`config.mk`:
```
export PLATFORM = sky130hd
export DESIGN_NAME = rom_arbiter_flat
export DESIGN_NICKNAME = d
export VERILOG_FILES = /design/src/rtl/rom_arbiter_if.sv /design/src/rtl/rom_arbiter.sv /design/src/flat_wrapper.sv
export SDC_FILE = /design/constraint.sdc
export NUM_CORES = 1
export LEC_CHECK = 0
export BUFFER_PORTS_ARGS = -buffer_cell sky130_fd_sc_hd__buf_2
export CORE_ASPECT_RATIO = 0.5
export CORE_MARGIN = 10
export CORE_UTILIZATION = 38
export DETAILED_ROUTE_END_ITERATION = 7
export PLACE_DENSITY = 0.78
export SYNTH_ARGS = -nofsm -noshare
export SYNTH_HDL_FRONTEND = slang
export SYNTH_SLANG_ARGS = --single-unit
```
`constraint.sdc`:
```
create_clock -name clk -period 2.3 [get_ports clk]
set_input_delay 0.46 -clock clk [delete_from_list [all_inputs] [get_ports clk]]
set_output_delay 0.46 -clock clk [all_outputs]
set_load 0.01 [all_outputs]
```
`src/rtl/rom_arbiter_if.sv`:
```
// rtl/rom_arbiter_if.sv - fetch/data request, response and ROM-side signals of the ROM arbiter
interface rom_arbiter_if;
   logic        if_valid;
   logic [30:0] if_addr;
   logic        if_ready;
   logic        if_rsp_valid;
   logic [31:0] if_rsp_data;
   logic        if_rsp_err;
   logic        d_valid;
   logic [30:0] d_addr;
   logic        d_ready;
   logic        d_rsp_valid;
   logic [31:0] d_rsp_data;
   logic        d_rsp_err;
   logic [30:0] rom_addr;
   logic [31:0] rom_data;

   // requesters and the ROM model sit on this side
   modport master (
      output if_valid, if_addr, d_valid, d_addr, rom_data,
      input  if_ready, if_rsp_valid, if_rsp_data, if_rsp_err,
      input  d_ready, d_rsp_valid, d_rsp_data, d_rsp_err, rom_addr
   );

   // the arbiter sits on this side
   modport slave (
      input  if_valid, if_addr, d_valid, d_addr, rom_data,
      output if_ready, if_rsp_valid, if_rsp_data, if_rsp_err,
      output d_ready, d_rsp_valid, d_rsp_data, d_rsp_err, rom_addr
   );
endinterface

```
`src/rtl/rom_arbiter.sv`:
```
// rtl/rom_arbiter.sv - two-port (fetch/data) arbiter onto a combinational program ROM; ROM_ARB_FAIR_EN selects round-robin
module rom_arbiter #(
   parameter int ROM_SIZE   = 256,
   parameter int STARVE_MAX = 4
) (
   input logic          clk,
   input logic          reset,
   rom_arbiter_if.slave bus
);

   typedef enum logic {IDLE, RESP} state_t;

   localparam logic [29:0] ROM_WORDS = 30'(ROM_SIZE);

   state_t      state;
   logic        owner_if;   // pending response belongs to the fetch port
   logic        err_q;      // pending response is out-of-range or misaligned
   logic [30:0] addr_q;

   logic        conflict;
   logic        fetch_wins;
   logic        grant_if;
   logic        grant_d;
   logic        accept;
   logic [30:0] acc_addr;
   logic        acc_bad;

`ifdef ROM_ARB_FAIR_EN
   logic last_if;   // fetch won the most recent conflict

   // round-robin pointer: loser of the last conflict wins the next one
   always_ff @(posedge clk or posedge reset) begin
      if (reset) begin
         last_if <= 1'b1;
      end else if (conflict) begin
         last_if <= grant_if;
      end
   end

   assign fetch_wins = ~last_if;
`else
   localparam int SW = $clog2(STARVE_MAX + 1);
   localparam logic [SW-1:0] SMAX = SW'(STARVE_MAX);

   logic [SW-1:0] starve_cnt;

   // count consecutive lost conflicts of the fetch port, saturating at the guard limit
   always_ff @(posedge clk or posedge reset) begin
      if (reset) begin
         starve_cnt <= '0;
      end else if (!bus.if_valid || grant_if) begin
         starve_cnt <= '0;
      end else if (conflict && starve_cnt != SMAX) begin
         starve_cnt <= starve_cnt + 1'b1;
      end
   end

   assign fetch_wins = (starve_cnt == SMAX);
`endif

   // grant selection and the address/error of whichever request is accepted this cycle
   always_comb begin
      conflict = bus.if_valid & bus.d_valid;
      grant_if = bus.if_valid & (~bus.d_valid | fetch_wins);
      grant_d  = bus.d_valid & ~grant_if;
      accept   = grant_if | grant_d;
      acc_addr = grant_if ? bus.if_addr : bus.d_addr;
      acc_bad  = (acc_addr[1:0] != 2'b00) || ({1'b0, acc_addr[30:2]} >= ROM_WORDS);
   end

   // IDLE/RESP FSM; registers the accepted address, owner and error flag for the 1-cycle response
   always_ff @(posedge clk or posedge reset) begin
      if (reset) begin
         state    <= IDLE;
         owner_if <= 1'b0;
         err_q    <= 1'b0;
         addr_q   <= '0;
      end else begin
         case (state)
            IDLE: if (accept) state <= RESP;
            RESP: if (!accept) state <= IDLE;
            default: state <= IDLE;
         endcase
         if (accept) begin
            owner_if <= grant_if;
            err_q    <= acc_bad;
            addr_q   <= acc_addr;
         end
      end
   end

   assign bus.if_ready     = grant_if;
   assign bus.d_ready      = grant_d;
   assign bus.rom_addr     = addr_q;

   assign bus.if_rsp_valid = (state == RESP) & owner_if;
   assign bus.d_rsp_valid  = (state == RESP) & ~owner_if;
   assign bus.if_rsp_err   = bus.if_rsp_valid & err_q;
   assign bus.d_rsp_err    = bus.d_rsp_valid & err_q;
   assign bus.if_rsp_data  = (bus.if_rsp_valid & ~err_q) ? bus.rom_data : 32'h0;
   assign bus.d_rsp_data   = (bus.d_rsp_valid & ~err_q) ? bus.rom_data : 32'h0;

endmodule

```
`src/flat_wrapper.sv`:
```
// flat-port wrapper written by rule: the top's interface ports become plain ports
module rom_arbiter_flat 
#(
   parameter int ROM_SIZE   = 256,
   parameter int STARVE_MAX = 4
)
  (clk, reset, bus_if_valid, bus_if_addr, bus_d_valid, bus_d_addr, bus_rom_data, bus_if_ready, bus_if_rsp_valid, bus_if_rsp_data, bus_if_rsp_err, bus_d_ready, bus_d_rsp_valid, bus_d_rsp_data, bus_d_rsp_err, bus_rom_addr);
  rom_arbiter_if bus_i ();
  input logic clk;
  input logic reset;
  input wire logic [$bits(bus_i.if_valid)-1:0] bus_if_valid;
  input wire logic [$bits(bus_i.if_addr)-1:0] bus_if_addr;
  input wire logic [$bits(bus_i.d_valid)-1:0] bus_d_valid;
  input wire logic [$bits(bus_i.d_addr)-1:0] bus_d_addr;
  input wire logic [$bits(bus_i.rom_data)-1:0] bus_rom_data;
  output wire logic [$bits(bus_i.if_ready)-1:0] bus_if_ready;
  output wire logic [$bits(bus_i.if_rsp_valid)-1:0] bus_if_rsp_valid;
  output wire logic [$bits(bus_i.if_rsp_data)-1:0] bus_if_rsp_data;
  output wire logic [$bits(bus_i.if_rsp_err)-1:0] bus_if_rsp_err;
  output wire logic [$bits(bus_i.d_ready)-1:0] bus_d_ready;
  output wire logic [$bits(bus_i.d_rsp_valid)-1:0] bus_d_rsp_valid;
  output wire logic [$bits(bus_i.d_rsp_data)-1:0] bus_d_rsp_data;
  output wire logic [$bits(bus_i.d_rsp_err)-1:0] bus_d_rsp_err;
  output wire logic [$bits(bus_i.rom_addr)-1:0] bus_rom_addr;
  assign bus_i.if_valid = bus_if_valid;
  assign bus_i.if_addr = bus_if_addr;
  assign bus_i.d_valid = bus_d_valid;
  assign bus_i.d_addr = bus_d_addr;
  assign bus_i.rom_data = bus_rom_data;
  assign bus_if_ready = bus_i.if_ready;
  assign bus_if_rsp_valid = bus_i.if_rsp_valid;
  assign bus_if_rsp_data = bus_i.if_rsp_data;
  assign bus_if_rsp_err = bus_i.if_rsp_err;
  assign bus_d_ready = bus_i.d_ready;
  assign bus_d_rsp_valid = bus_i.d_rsp_valid;
  assign bus_d_rsp_data = bus_i.d_rsp_data;
  assign bus_d_rsp_err = bus_i.d_rsp_err;
  assign bus_rom_addr = bus_i.rom_addr;
  rom_arbiter #(.ROM_SIZE(ROM_SIZE), .STARVE_MAX(STARVE_MAX)) u_core (.clk(clk), .reset(reset), .bus(bus_i));
endmodule
```
==> results by group <==
Place
  – Count of port buffers added during placement: 198
  – Weighted congestion reported at the end of routability-driven placement: around 0.86
  – Placed cell areas: 0.00333 mm2
  – Post-DP HPWL: around 7500 um
  – Worst setup slack after placement: 372 ps
  – Cell count after placement: 516

Clocking
  – TritonCTS clock tree: done
  – Clock tree root driver cell: clkbuf_16
  – Clock sink total: 37
  – Post-cts hold buffer count: 0
  – Post-CTS setup buffers: 0
  – Number of buffers added by the clock tree synthesis step: 5
  – Worst skew pair latency: 280 ps
  – CTS clock-pin slew for the worst setup and hold paths: 60 ps
  – Cells resized by post-CTS repair: 0
  – H-tree levels: 2
  – Clk buf depth: 2

Power and ir drop
  – Pwr dens: 510 mW/mm2
  – Leakage: 2.06 nW
  – Max rail drop VDD: 299 uV

Finish
  – Non-filler cells in the finished layout: around 520
  – Proportion of layout cells with a drive suffix above 1: 47.3%
  – Count of filler cells inserted in the layout: 514
  – Finished layout cell area: 0.00348 mm2
  – Signed area change from the synthesized netlist to the final layout: 53.6%
  – Nets: 550

GRT
  – Total congestion overflow after global routing: 0
  – Initial antenna violation count: 1
  – Wire length of the first global-routing pass: 13200 um
  – Number of global-route vias before repair: 2480
  – Overall routing resource usage: approximately 17%
  – Largest net degree at the start of global routing: 51

Yosys
  – Yosys warnings: 0
  – Synth Instances: between 200 and 300
  – Post-synth top area cell: dfrtp_1
  – Biggest area contributors in the synthesized netlist: dfrtp_1, and2_1, mux2i_1
  – Synth Area per Inst: 8.86 um2
  – Number of synthesized register bits: 37
  – Post-Syn Area: 0.00227 mm2
  – Number of unique standard cell types used by synthesis: 26
  – Synthesized netlist net count: between 300 and 400
  – Yosys top cell area share: 40.8%
  – Portion of the post-synthesis area used by sequential elements: 40.8%

STA
  – Setup slack after layout: 192 ps
  – Setup Viol. Count Final: 0
  – Worst setup skew after layout: ~3.8 ps
  – RSZ-0062 raised after global routing: false
  – Peak clock frequency supported by timing: 474 MHz
  – Transition at the pin with the smallest max-transition slack: roughly 470 ps
  – Ratio of final minimum period to clock period: 91.7%
  – Rel. slew slack: 68.4%
  – Post-Route Setup TNS: 0 ps
  – Number of hold-slack violations in the final timing report: 0
  – Count of pins over their slew limit: 0
  – Min Clock Period, post-route: 2110 ps

Floorplanning
  – Die H: 74.6 um
  – Starting Density: 40.3%
  – Die Footprint: slightly below 0.01 mm2
  – Die boundary width: 129 um
  – Area of the core region: 0.00563 mm2
  – FP Rows: 19
  – Count of pins on the block boundary: 199

Critical path
  – Startpoint types: flip-flop
  – Arrival time worst endpoint: 1650 ps
  – Maximum fanout along the worst path: 11
  – CP endpoint kind: output pin
  – Required time at the endpoint of the critical path: between 1500 and 2000 ps
  – Critical path start-end classification: reg2out

Route
  – Total wirelength of the detailed-routed design: 8820 um
  – Via count: 2426
  – Number of remaining DRC errors: 0
  – Detail-routed via count per cell: 4.63
  – Initial drt markers: 72
  – Wirelength per Cell: 16.8 um
  – Post-route antenna net violation count: 0
  – Detailed Routing Iterations Pass 1: 4

Job
  – Total of max-cap violations: 0

Outcome
  – Run status: completed

Hold path
  – Hold Path Class: in2async
-- per-stage QoR --
| stage | total power (W) | utilization [%] | hold slack (ps) |
|---|---|---|---|
| 2_1_floorplan | 0.000922 | - | 428 |
| 4_1_cts | 0.00180 | 61.7 | 301 |
| 3_3_place_gp | 0.00112 | 59.2 | 442 |
| 5_1_grt | 0.00187 | 61.8 | 333 |
| 3_5_place_dp | 0.00113 | 59.2 | 455 |
| 6_report | 0.00178 | 61.8 | 291 |
-- critical path, stage by stage, from the launching register on --
cell	delay, ps
dfrtp_1	370
inv_1	50
ha_1	230
a21bo_2	260
nand2_4	180
and2_1	150
buf_2	120
-- layout make-up --
class	instances	area, um2	share of cell area [%]
multi-input combinational	197	1240	35.7
antenna	1	2.50	0.0718
sequential	37	926	26.6
timing repair buffer	203	1050	30.2
inverter	6	22.5	0.647
tap	73	91.3	2.62
clock buffer	7	143	4.09
-- flip-flops by register name, indices dropped and copies added (netlist names) --
name and count:
u_core.bus.rom_addr 31, u_core.state 1, u_core.err_q 1, u_core.starve_cnt 3, u_core.owner_if 1
-- report_power, final --
part           internal, W  leakage, nW  switching (W)
combinational     0.000173         1.56       0.000196
sequential        0.000713        0.424      0.0000296
clock             0.000425       0.0700       0.000239
-- Yosys cell counts --
cell type  number
and3_1          1
o21ai_0         2
buf_4           1
nand3b_1        1
and2_1         67
o22ai_2         1
ha_1            2
clkbuf_1       12
a21oi_1        31
or4_1           1
a2111o_1        1
mux2i_1        31
nor2b_1         3
nor2_1         38
buf_2           1
a21bo_2         1
inv_1           6
nand2_2         1
buf_6           2
dfrtp_1        37
nand2_1         1
nand4_1         3
nand3_1         1
a21o_1          1
nor4_1          9
or2_2           1
-- worst paths after layout --
kind	from	to	slack, ps	cells after the start
setup reg to reg	u_core.starve_cnt[0]	u_core.bus.rom_addr[23]	530	7
max in group asynchronous	reset	u_core.bus.rom_addr[8]	1680	3
hold / removal	reset	u_core.bus.rom_addr[24]	290	3
min in group clk	bus_d_valid	u_core.owner_if	430	2
hold reg to reg	u_core.starve_cnt[0]	u_core.starve_cnt[0]	470	1
setup / recovery	u_core.starve_cnt[0]	bus_d_ready	190	6
-- cells in the final DEF (no fill, tap or decap) --
cell type  synthesis  routed
buf_2              1     198
and2_1            67      67
nor2_1            38      38
dfrtp_1           37      37
mux2i_1           31      31
a21oi_1           31      31
nor4_1             9       9
inv_1              6       6
clkbuf_16          0       5
nand4_1            3       3
nor2b_1            3       3
buf_4              1       3
o21ai_0            2       2
ha_1               2       2
buf_12             0       2
diode_2            0       1
or2_2              1       1
a21bo_2            1       1
nand2_4            0       1
nand3_1            1       1
nand3b_1           1       1
or4_1              1       1
a2111o_1           1       1
o22ai_2            1       1
nand2_1            1       1
and3_1             1       1
a21o_1             1       1
clkbuf_1          12       1
clkbuf_8           0       1
-- cell families (layout without fill, tap and decap cells) --
kind of cell,after synthesis,count (layout),synth area share [%]
and+or+nand+nor,127,127,30.8
AOI/OAI and AO/OA,37,37,9.10
DFF,37,37,40.8
muxes,31,31,13.7
buffers and inverters,22,216,4.52
adders and majority gates,2,2,1.10
other,0,1,0
-- metal layers --
metal / vias up / routed length (um) / global-route usage, %
li1: 1256 / - / -
met1: 1064 / 3240 / 18.0
met2: 93 / 4480 / 31.9
met3: 13 / 956 / 5.82
met4: 0 / 149 / 5.51
met5: - / 0 / 0
Power figures use the tool's default switching activity.
